## src/rtl/nco_sweep_ctrl.sv

```systemverilog
// nco_sweep_ctrl: frequency-sweep sequencer for the NCO phase-increment word.
// Steps control from a start value up to an inclusive stop value, holding each
// value for dwell+1 cycles. The sweep can run once or repeat.
//
// Optional build macro: NCO_SWEEP_TRIANGLE_EN adds the cfg_tri input.
// When cfg_tri is 1, the sweep ramps back down toward start after the up-ramp.
//
// Ports:
//   clk, reset     clock and synchronous active-high reset
//   cfg_valid      configuration offer
//   cfg_ready      configuration accept (1 outside RUN)
//   cfg_start      first control word of the sweep
//   cfg_stop       inclusive upper bound of the sweep
//   cfg_step       increment applied per step
//   cfg_dwell      hold count; each value lasts dwell+1 cycles
//   cfg_tri        triangle sweep enable (only when NCO_SWEEP_TRIANGLE_EN is defined)
//   cfg_repeat     restart at start after each sweep
//   start          launch the sweep from ARMED
//   abort          stop the sweep immediately
//   control        registered control word to the NCO
//   busy           registered, 1 while in RUN
//   done           1-cycle pulse when a non-repeating sweep completes
//   sweep_wrap     1-cycle pulse on each repeat restart
module nco_sweep_ctrl #(
  parameter int W       = 32,
  parameter int DWELL_W = 16
) (
  input  logic               clk,
  input  logic               reset,
  input  logic               cfg_valid,
  output logic               cfg_ready,
  input  logic [W-1:0]       cfg_start,
  input  logic [W-1:0]       cfg_stop,
  input  logic [W-1:0]       cfg_step,
  input  logic [DWELL_W-1:0] cfg_dwell,
`ifdef NCO_SWEEP_TRIANGLE_EN
  input  logic               cfg_tri,
`endif
  input  logic               cfg_repeat,
  input  logic               start,
  input  logic               abort,
  output logic [W-1:0]       control,
  output logic               busy,
  output logic               done,
  output logic               sweep_wrap
);

  typedef enum logic [1:0] {IDLE, ARMED, RUN} state_t;

  state_t             state_q, state_d;
  logic [W-1:0]       start_q, start_d;
  logic [W-1:0]       stop_q, stop_d;
  logic [W-1:0]       step_q, step_d;
  logic [DWELL_W-1:0] dwell_q, dwell_d;
  logic               repeat_q, repeat_d;
  logic [W-1:0]       control_q, control_d;
  logic [DWELL_W-1:0] cnt_q, cnt_d;
  logic               busy_q, busy_d;
  logic               done_q, done_d;
  logic               wrap_q, wrap_d;
`ifdef NCO_SWEEP_TRIANGLE_EN
  logic               tri_q, tri_d;
  logic               down_q, down_d;
  logic [W:0]         diff;
  logic               down_ok;
`endif

  // One extra bit catches the carry so a sweep near the top never wraps low.
  logic [W:0] sum;
  logic       up_ok;

  assign sum   = {1'b0, control_q} + {1'b0, step_q};
  assign up_ok = !sum[W] && (sum[W-1:0] <= stop_q);
`ifdef NCO_SWEEP_TRIANGLE_EN
  // Borrow out of the subtraction ends the down phase just like a carry ends the up phase.
  assign diff    = {1'b0, control_q} - {1'b0, step_q};
  assign down_ok = !diff[W] && (diff[W-1:0] >= start_q);
`endif

  always_comb begin
    state_d   = state_q;
    start_d   = start_q;
    stop_d    = stop_q;
    step_d    = step_q;
    dwell_d   = dwell_q;
    repeat_d  = repeat_q;
    control_d = control_q;
    cnt_d     = cnt_q;
    busy_d    = busy_q;
    done_d    = 1'b0;
    wrap_d    = 1'b0;
`ifdef NCO_SWEEP_TRIANGLE_EN
    tri_d     = tri_q;
    down_d    = down_q;
`endif
    case (state_q)
      IDLE, ARMED: begin
        // A config offer wins over start in the same cycle.
        if (cfg_valid) begin
          start_d  = cfg_start;
          stop_d   = cfg_stop;
          step_d   = cfg_step;
          dwell_d  = cfg_dwell;
          repeat_d = cfg_repeat;
`ifdef NCO_SWEEP_TRIANGLE_EN
          tri_d    = cfg_tri;
`endif
          state_d  = ARMED;
        end else if (state_q == ARMED && start) begin
          control_d = start_q;
          cnt_d     = dwell_q;
          busy_d    = 1'b1;
          state_d   = RUN;
`ifdef NCO_SWEEP_TRIANGLE_EN
          down_d    = 1'b0;
`endif
        end
      end
      RUN: begin
        if (abort) begin
          control_d = '0;
          busy_d    = 1'b0;
          state_d   = ARMED;
`ifdef NCO_SWEEP_TRIANGLE_EN
          down_d    = 1'b0;
`endif
        end else if (cnt_q != '0) begin
          cnt_d = cnt_q - 1'b1;
        end else begin
          cnt_d = dwell_q;
`ifdef NCO_SWEEP_TRIANGLE_EN
          if (!down_q && up_ok) begin
            control_d = sum[W-1:0];
          end else if ((down_q || tri_q) && down_ok) begin
            // The top value is not repeated: the first down step leaves it directly.
            control_d = diff[W-1:0];
            down_d    = 1'b1;
          end else if (repeat_q) begin
            control_d = start_q;
            wrap_d    = 1'b1;
            down_d    = 1'b0;
          end else begin
            control_d = '0;
            busy_d    = 1'b0;
            done_d    = 1'b1;
            state_d   = ARMED;
            down_d    = 1'b0;
          end
`else
          if (up_ok) begin
            control_d = sum[W-1:0];
          end else if (repeat_q) begin
            control_d = start_q;
            wrap_d    = 1'b1;
          end else begin
            control_d = '0;
            busy_d    = 1'b0;
            done_d    = 1'b1;
            state_d   = ARMED;
          end
`endif
        end
      end
      default: state_d = IDLE;
    endcase
  end

  always_ff @(posedge clk) begin
    if (reset) begin
      state_q   <= IDLE;
      start_q   <= '0;
      stop_q    <= '0;
      step_q    <= '0;
      dwell_q   <= '0;
      repeat_q  <= 1'b0;
      control_q <= '0;
      cnt_q     <= '0;
      busy_q    <= 1'b0;
      done_q    <= 1'b0;
      wrap_q    <= 1'b0;
`ifdef NCO_SWEEP_TRIANGLE_EN
      tri_q     <= 1'b0;
      down_q    <= 1'b0;
`endif
    end else begin
      state_q   <= state_d;
      start_q   <= start_d;
      stop_q    <= stop_d;
      step_q    <= step_d;
      dwell_q   <= dwell_d;
      repeat_q  <= repeat_d;
      control_q <= control_d;
      cnt_q     <= cnt_d;
      busy_q    <= busy_d;
      done_q    <= done_d;
      wrap_q    <= wrap_d;
`ifdef NCO_SWEEP_TRIANGLE_EN
      tri_q     <= tri_d;
      down_q    <= down_d;
`endif
    end
  end

  assign cfg_ready  = (state_q != RUN);
  assign control    = control_q;
  assign busy       = busy_q;
  assign done       = done_q;
  assign sweep_wrap = wrap_q;

endmodule
```

## config.mk

```make
export PLATFORM = sky130hd
export DESIGN_NAME = nco_sweep_ctrl
export DESIGN_NICKNAME = d
export VERILOG_FILES = /design/src/rtl/nco_sweep_ctrl.sv
export SDC_FILE = /design/constraint.sdc
export NUM_CORES = 1
export LEC_CHECK = 0
export ABC_CLOCK_PERIOD_IN_PS = 10500
export CORE_ASPECT_RATIO = 0.5
export CORE_UTILIZATION = 45
export DETAILED_ROUTE_END_ITERATION = 7
export HOLD_SLACK_MARGIN = 0.15
export PLACE_DENSITY_LB_ADDON = 0.3
export SLEW_MARGIN = 20
export SYNTH_ARGS = -nofsm -noshare
export SYNTH_HDL_FRONTEND = slang
export SYNTH_SLANG_ARGS = --single-unit
```

## constraint.sdc

```tcl
create_clock -name clk -period 10.5 [get_ports clk]
set_input_delay 2.1 -clock clk [delete_from_list [all_inputs] [get_ports clk]]
set_output_delay 2.1 -clock clk [all_outputs]
set_load 0.005 [all_outputs]
```

# After elaboration in Yosys (flattened, before gate mapping)
# Cells that the tools add are included.
# classes
n_addsub	2
magnitude_cmp	1
n_eq_ne	10
n_mux	28
bitwise	1
reduce_logical	13
# ops
cell	count
32-bit 2-to-1 mux	6
16-bit 2-to-1 mux	4
32-bit one-hot mux with 2 select lines	1
32-bit by 32-bit adder with 33-bit output	1
32-bit less-or-equal comparator	1
16-bit one-hot mux with 2 select lines	1
16-bit nonzero test	1
16-bit by 1-bit subtractor with 16-bit output (second input constant)	1
2-bit 2-to-1 mux	6
3-bit inequality test (second input constant)	4
4-bit AND reduction	3
1-bit 2-to-1 mux	8
2-bit inequality test (second input constant)	4
6-bit AND reduction	1
5-bit OR reduction	1
2-bit one-hot mux with 2 select lines	1
2-bit by 1-bit == test with 1-bit output (second input constant)	1
2-bit == test (second input constant)	1
1-bit logical AND	2
2-bit logical NOT	1
1-bit one-hot mux with 2 select lines	1
2-bit AND reduction	1
2-bit nonzero test	1
2-bit OR reduction	1
2 further kinds	2
# word_totals
ff_bits	166
input_bits	118
out_inout_bits	36
elab_cells	66

# Logic depth before layout (Yosys ltp)
# Gate-level depths: netlist of run 1.
# logic_depth
word_depth	7
ltp_mapped	24
depth_no_buf	21

# Worst setup path after synthesis of run 1
# No wires, ideal clock.
# synth_path
path_kind	reg2reg
start	register control_q[2], in the netlist control[2]
end	register control_q[16], in the netlist control[16]
setup_time_ns	0.074
arrival_ns	4.299
required_time_ns	10.426
path_slack_ns	6.127
path_stages_with_launch	22
n_path_buf	3
synth_period_minus_slack_ns	4.373
cell_sequence	dfxtp_1 -> ha_1 -> and3_1 -> a2111oi_2 -> nand3_1 -> a41oi_1 -> o21bai_1 -> a21oi_1 -> xnor2_1 -> ha_1 -> nand4_1 -> nor2_1 -> a221o_1 -> o31a_1 -> o21ai_0 -> o41a_1 -> buf_6 -> nor2b_1 -> buf_2 -> buf_4 -> a221oi_2 -> nor3_2
# synth_via
elab_chain_len	7
elab_cells_between_ends	8
cone_classes	add/sub: 1; order compare: 1; mux: 4; reduce/logical: 2
# synth_lines
item	line	text
start: declaration	56	logic [W-1:0] control_q, control_d;
start signal: assignment	192	control_q <= control_d;
32-bit by 32-bit adder with 33-bit output (*)	72	assign sum = {1'b0, control_q} + {1'b0, step_q};
32-bit less-or-equal comparator or 1-bit logical NOT (tied branches)	73	assign up_ok = !sum[W] && (sum[W-1:0] <= stop_q);
1-bit logical AND	73	
32-bit 2-to-1 mux (*)	150	if (up_ok) begin
32-bit 2-to-1 mux (*)	127	end else if (cnt_q != '0) begin
32-bit 2-to-1 mux (*)	120	if (abort) begin
32-bit one-hot mux with 2 select lines (*)	96	case (state_q)
# Mark *: on every way between the ends. The rest lies on a longest branch, timed or not. The select of a mux whose other input is x is not followed.
# A chain may end at the register's enable or synchronous reset.

# Worst setup path in the final report of run 1
# layout_path
start	register control_q[2], in the netlist control[2]
end	register control_q[1], in the netlist control[1]
# layout_via
elab_chain_len	7
elab_cells_between_ends	8
cone_classes	add/sub: 1; order compare: 1; mux: 4; reduce/logical: 2
# layout_lines
item	line
32-bit by 32-bit adder with 33-bit output (*)	72
32-bit less-or-equal comparator or 1-bit logical NOT (tied branches)	73
1-bit logical AND (*)	73
32-bit 2-to-1 mux (*)	150
32-bit 2-to-1 mux (*)	127
32-bit 2-to-1 mux (*)	120
32-bit one-hot mux with 2 select lines (*)	96
# Marked as above.

==> impl_results.md, run 1 <==
- Status: completed
- Final Critical Period: around 5.7 ns
- Critical path, cell by cell: ha_1, and3_1, a2111oi_2, nand3_1, nand2_1, o2111a_1, a21bo_2, a21oi_1, xor2_1, ha_1, nand4_1, nor3_1, a221oi_1, o211ai_1, o21ai_0, o41a_1, nor2b_2, buf_4, a221oi_1, a211oi_1
- Post-Syn Area: around 0.0091 mm^2
- Hold depth: 2
- Top cells by area, synth: dfxtp_1 36%, nand2_1 12%, a21oi_1 10%
- Hold-critical path endpoint: dwell_q[11]$_SDFFE_PP0P_
- Top FF cell, synth: dfxtp_1
- Clock Pin Slew Worst Setup and Hold Paths: around 0.06 ns
- PwrDens: ~150 mW/mm^2
- Relative slew slack: 35.9%
- Synth warn: 0
- DIE AREA: between 0.02 and 0.025 mm^2
- Layout Utilization: between 50% and 60%
- Met3 wire len: between 1.5 and 2 mm
- Initial antenna violation count: 0
- Die height: just over 100 um
- Clock sink total: between 150 and 200
- Cell count after synthesis: roughly 1.2k
- Wl on met1: roughly 12 mm
- Synth area leader: dfxtp_1
- Fmax: between 0.15 and 0.2 GHz
- Number of flops mapped to enable cells by yosys: 0
- Reg2reg setup slack: 4.77 ns
- Post-Route WL: 25.5 mm
- Final non-filler cell total: between 1.5k and 2k
- WP data arrival: roughly 6.1 ns
- GPL Wtd Cong: around 0.95
- Met2 WL: between 10 and 15 mm
- Buf/Inv on CP: 1
- Post-synthesis area per instance: between 7 and 8 um^2
- Distinct cells, synth: 64
- GRT Overall Usage: around a quarter
- Max Cap Viol: 0
- Total congestion overflow: 0
- Via count: 8795
- Peak VDD IR: ~91 uV
- Cts hold-fix bufs: 0
- RSZ-0062 raised after global routing: no
- CTS Root Cell: clkbuf_16
- Final-report setup violation count: 0
- HP Start: dwell_q[11]$_SDFFE_PP0P_
- Layout area overhead: 24.7%
- Clock latency on the worst-skew pair: around 0.43 ns
- # DRC: 0
- Hold crit path type: flip-flop to flip-flop
- Clk buf depth: 2
- Most frequent cell after synthesis: nand2_1
- Cell count after placement: roughly 1.5k
- TritonCTS Buffers: 17
- 1st-iter DRT viols: between 500 and 600
- Final ANT Viol Nets: 0
- Pre-antenna DRT Iters: 5
- Setup TNS: 0 ns
- Pre-CTS setup slack: about 5.0 ns
- Routed WL per cell: around 16 um
- Endpoints failing hold: 0
- Largest net degree at the start of global routing: 99
- Worst-path fanout max: 27
- Crit path setup slack, layout: between 4 and 5 ns
- Slowest stage delay, CP: between 0.6 and 0.7 ns
- TritonCTS clock tree: done
- Chip width: 204 um
- Reg2reg start: control[2]$_SDFFE_PP0P_
- Nets: 1480
- Synth async-reset ratio: 0%
- First-pass GRT wire length: 41.6 mm
- Share of layout cells above drive strength 1: under 10%
- I/O pin total: 154
- Buffers added on ports: 153
- Core area: approximately 0.02 mm^2
- Initial Utilization: roughly 46%
- CP delay by family, top: compound AO/OA/AOI/OAI gates
- Rows: 36
- Worst Skew: 0.00770 ns
- Vias per Instance: 5.59
- Fill cells: between 1.5k and 2k
- Reg-to-reg critical path endpoint: control[1]$_SDFFE_PP0P_
- Syn_nets: ~1.4k
- H-tree Lvls: 4
- Period utilization: about 55%
- Post-synthesis sequential area ratio: a little over a third
- Worst slew pin tran: between 0.9 and 1 ns
- Post-CTS setup buffers: 0
- Flops & latches, synth: ~170
- Leakage: approximately 0.0045 uW
- Critical path capture point type: flip-flop
- Share of the synthesized area in the top cell type: around 36%
- DP HPWL: approximately 19 mm
- Worst path slowest cell: a2111oi_2
- Required @ worst endpoint: ~11 ns
- Vias in the first global route: approximately 8.3k
- Reg2Reg Depth: 20
- Commonest cells post-synth: 284 x nand2_1, 186 x a21oi_1, 166 x dfxtp_1
- Post-layout power: roughly 1700 uW
- CP Class: flip-flop to flip-flop
- Top layer in use: met4
- Slew Limit Fails: 0
- Resize count post-CTS: 0
- Antenna cells: 0
- CP startpoint kind: flip-flop
[worst max path at each step]
stage                                       start                        to  slack [ns]  cells after the start
final                     control[2]$_SDFFE_PP0P_   control[1]$_SDFFE_PP0P_        4.77                     20
after global routing      control[6]$_SDFFE_PP0P_   control[6]$_SDFFE_PP0P_        4.41                     19
after CTS                 control[2]$_SDFFE_PP0P_   control[1]$_SDFFE_PP0P_        4.95                     20
after detailed placement  control[2]$_SDFFE_PP0P_   control[1]$_SDFFE_PP0P_        5.00                     20
after global placement    control[2]$_SDFFE_PP0P_   control[1]$_SDFFE_PP0P_        5.27                     19
after floorplan           control[2]$_SDFFE_PP0P_  control[16]$_SDFFE_PP0P_        6.13                     21
[where the power goes]
part           leakage, uW  internal [uW]  total (uW)  switching [uW]
clock             0.000286            379         637             258
sequential         0.00136            667         695            27.9
combinational      0.00288            145         332             187
total              0.00453           1190        1660             473
[sequential cells by signal, summed over array words and instances, names as in the netlist, 2 cells and up]
name / count
cnt_q: 16
dwell_q: 16
start_q: 32
control: 32
stop_q: 32
step_q: 32
state_q: 2
[logic make-up (layout without fill, tap and decap cells)]
kind of cell | after synthesis | in the layout | synth area share [%]
flip-flops | 166 | 166 | 36.4
AND/OR/NAND/NOR | 468 | 468 | 22.9
XOR/XNOR | 29 | 29 | 2.78
AO/OA/AOI/OAI | 335 | 335 | 23.5
adder cells (fa/ha/maj) | 67 | 67 | 9.26
buffers and inverters | 118 | 241 | 5.23
[layout make-up]
class | instances | area, um^2 | area share (%)
Clock buffer | 19 | 443 | 3.89
Clock inverter | 11 | 150 | 1.32
Inverter | 51 | 191 | 1.68
Multi-Input combinational cell | 899 | 5360 | 47.0
Sequential cell | 166 | 3320 | 29.2
Tap cell | 266 | 333 | 2.92
Timing Repair Buffer | 160 | 1590 | 14.0
[cells in the final DEF (no fill, tap or decap), drive strengths merged, types with 3 or more instances in the layout]
cell type / n
a21oi: 186
nand2: 284
dfxtp: 166
a21o: 9
buf: 8
nand3: 23
a211oi: 9
ha: 66
nor3: 39
and3: 7
o211ai: 7
clkinv: 5
nor4: 8
nor2b: 7
nand2b: 5
bufinv: 3
o21a: 4
a221oi: 30
and2: 5
clkbuf: 19
nor2: 67
xor2: 13
a22oi: 7
inv: 52
xnor2: 16
nand4: 12
o21bai: 5
a31o: 3
clkdlybuf4s50: 152
o21ai: 50
[worst min-delay path, cell delays in order, from the launching register on]
cell and delay (ns):
dfxtp_1 0.31, nand2_1 0.05, a21oi_1 0.05
[per-stage QoR]
| step | hold slack [ns] | instance area, um^2 |
|---|---|---|
| final | 0.455 | 11400 |
| after global routing | 0.475 | 11400 |
| after floorplan | 0.433 | 9140 |
| after global placement | 0.443 | 10800 |
| after detailed placement | 0.448 | 10800 |
| after CTS | 0.457 | 11400 |
[routing by layer]
layer  GRT usage [%]  vias to the layer above
li1                -                     4349
met2            41.0                      229
met1            34.4                     4195
met5               0                        -
met3            5.03                       22
met4            5.78                        0
(Power assumes the default switching activity.)
==> run 2, diff against run 1 <==
--- a/config.mk
+++ b/config.mk
@@ -5,7 +5,7 @@
 export SDC_FILE = /design/constraint.sdc
 export NUM_CORES = 1
 export LEC_CHECK = 0
-export ABC_CLOCK_PERIOD_IN_PS = 10500
+export ABC_CLOCK_PERIOD_IN_PS = 5000
 export CORE_ASPECT_RATIO = 0.5
 export CORE_UTILIZATION = 45
 export DETAILED_ROUTE_END_ITERATION = 7
==> constraint.sdc (replaced) <==
create_clock -name clk -period 5 [get_ports clk]
set_input_delay 1 -clock clk [delete_from_list [all_inputs] [get_ports clk]]
set_output_delay 1 -clock clk [all_outputs]
set_load 0.005 [all_outputs]
==> impl_results.md, run 2 (synthesized netlist as in run 1, its figures left out) <==
- Total congestion overflow: 0
- PwrDens: approximately 290 mW/mm^2
- Chip width: around 200 um
- DIE AREA: ~0.021 mm^2
- DP HPWL: between 15 and 20 mm
- Period utilization: a little over nine tenths
- RSZ-0062 raised after global routing: yes
- Slowest stage delay, CP: between 0.4 and 0.5 ns
- CP delay by family, top: compound AO/OA/AOI/OAI gates
- HP Start: dwell_q[5]$_SDFFE_PP0P_
- WP depth: 23
- TritonCTS clock tree: done
- Buf/Inv on CP: 4
- Cts hold-fix bufs: 0
- Slew Limit Fails: 0
- Pre-antenna DRT Iters: 6
- Fmax: 0.204 GHz
- Antenna cells: 0
- Share of layout cells above drive strength 1: ~12%
- Clock sink total: between 150 and 200
- Worst path slowest cell: dfxtp_1
- Vias in the first global route: about 8.3k
- GRT Overall Usage: about a quarter
- CTS Root Cell: clkbuf_16
- Via count: between 8k and 9k
- Leakage: about 0.0047 uW
- Core area: around 0.020 mm^2
- Worst Hold Slack: between 0.4 and 0.5 ns
- Hold depth: 2
- Worst slew pin tran: 1.11 ns
- H-tree Lvls: 4
- Final Critical Period: approximately 5 ns
- Final ANT Viol Nets: 0
- Max Cap Viol: 0
- # DRC: 0
- Reg2reg start: step_q[3]$_SDFFE_PP0P_
- 1st-iter DRT viols: approximately 570
- Hold crit path type: flip-flop to flip-flop
- Layout Utilization: about 61%
- Nets: between 1.5k and 2k
- Most common cell after layout, fill and taps aside: nand2_1
- Critical path capture point type: flip-flop
- Reg-to-reg critical path endpoint: control[11]$_SDFFE_PP0P_
- Layout area overhead: 30.8%
- Required @ worst endpoint: about 5.3 ns
- Multi-input gate area: 0.00564 mm^2
- Initial antenna violation count: 0
- Initial Utilization: 46.4%
- Endpoints failing hold: 0
- GPL Wtd Cong: approximately 0.95
- Reg2Reg Depth: 23
- Worst-path fanout max: 7
- WP data arrival: ~5.2 ns
- Clk buf depth: 2
- TritonCTS Buffers: 17
- Post-Route WL: 26.5 mm
- Largest net degree at the start of global routing: between 100 and 150
- Worst Skew: 0.00916 ns
- Reg2reg setup slack: ~0.11 ns
- Clock Pin Slew Worst Setup and Hold Paths: roughly 0.070 ns
- CP startpoint kind: flip-flop
- Hold-critical path endpoint: dwell_q[5]$_SDFFE_PP0P_
- Status: completed
- Routed WL per cell: between 15 and 20 um
- CP Class: flip-flop to flip-flop
- Relative slew slack: between 20% and 30%
- Post-layout power: ~3500 uW
- Critical path, cell by cell: ha_4, and3_1, a2111oi_4, buf_4, nand3_2, nand3_2, a211oi_2, buf_4, o21a_1, o21ai_1, o31a_1, ha_1, nand4_1, nor3_2, a221oi_1, o211ai_1, o21ai_1, o41a_1, o31ai_4, buf_12, clkbuf_16, a221oi_2, nor3_2
- Commonest non-fill, non-tap cells in the layout: 283 x nand2_1, 182 x a21oi_1, 158 x dfxtp_1
- Peak VDD IR: 226 uV
- Fill cells: 1735
- Vias per Instance: 5.49
- Register area: between 0.003 and 0.004 mm^2
- I/O pin total: between 150 and 200
- First-pass GRT wire length: 41.6 mm
- Buffers added on ports: between 150 and 200
- Setup TNS: 0 ns
- Final-report setup violation count: 0
- Clock latency on the worst-skew pair: 0.44 ns
- Die height: a little over 100 um
- Rows: 36
## run 2: worst register-to-register path: stages (launching register included)
cell	delay (ns)
dfxtp_1	0.41
ha_4	0.24
and3_1	0.18
a2111oi_4	0.36
buf_4	0.19
nand3_2	0.14
nand3_2	0.15
a211oi_2	0.11
buf_4	0.18
o21a_1	0.20
o21ai_1	0.16
o31a_1	0.19
ha_1	0.26
nand4_1	0.16
nor3_2	0.05
a221oi_1	0.24
o211ai_1	0.13
o21ai_1	0.23
o41a_1	0.31
o31ai_4	0.12
buf_12	0.18
clkbuf_16	0.17
a221oi_2	0.31
nor3_2	0.08
## run 2: area by class of cell
type / count / share of cell area [%]
well taps: 266 / 2.79
flip-flops and latches: 166 / 27.9
inverters: 51 / 1.60
clock buffers: 17 / 3.56
clock inverters: 15 / 1.32
repair buffers: 186 / 15.6
multi-input cells: 899 / 47.2
## run 2: repair_timing
action,CTS,global route
buffers inserted,1,13
endpoints found under the setup margin,31,35
resized for setup,14,41
hold endpoints to repair,0,0
pin swaps,2,21
gates cloned,0,1
## run 2: metrics by stage
| step | setup slack, ns | cells | area [um^2] |
|---|---|---|---|
| 6_report | 0.106 | 1600 | 11900 |
| 5_1_grt | -0.0620 | 1600 | 11900 |
| 4_1_cts | 0.000731 | 1585 | 11500 |
| 3_5_place_dp | -0.144 | 1552 | 10900 |
| 3_3_place_gp | -0.0455 | 1552 | 10900 |
| 2_1_floorplan | 0.627 | 1183 | 9140 |
## run 2: where the power goes
part           switching (uW)  internal [uW]  total, uW
logic                     413            346        759
clock network             633            668       1300
registers                63.5           1400       1460
total                    1110           2420       3520
## run 2: worst max path at each step
stage	start	endpoint	slack, ns
2_1_floorplan	control[2]$_SDFFE_PP0P_	control[16]$_SDFFE_PP0P_	0.63
3_3_place_gp	control[6]$_SDFFE_PP0P_	control[0]$_SDFFE_PP0P_	-0.05
3_5_place_dp	control[6]$_SDFFE_PP0P_	control[1]$_SDFFE_PP0P_	-0.14
4_1_cts	control[2]$_SDFFE_PP0P_	control[1]$_SDFFE_PP0P_	0.0007
5_1_grt	control[2]$_SDFFE_PP0P_	control[3]$_SDFFE_PP0P_	-0.06
6_report	step_q[3]$_SDFFE_PP0P_	control[11]$_SDFFE_PP0P_	0.11
## run 2: metal layers
metal,wire length [um],track usage [%]
met1,13100,34.9
met2,11800,40.2
met3,1150,4.39
met4,363,6.77
met5,0,0
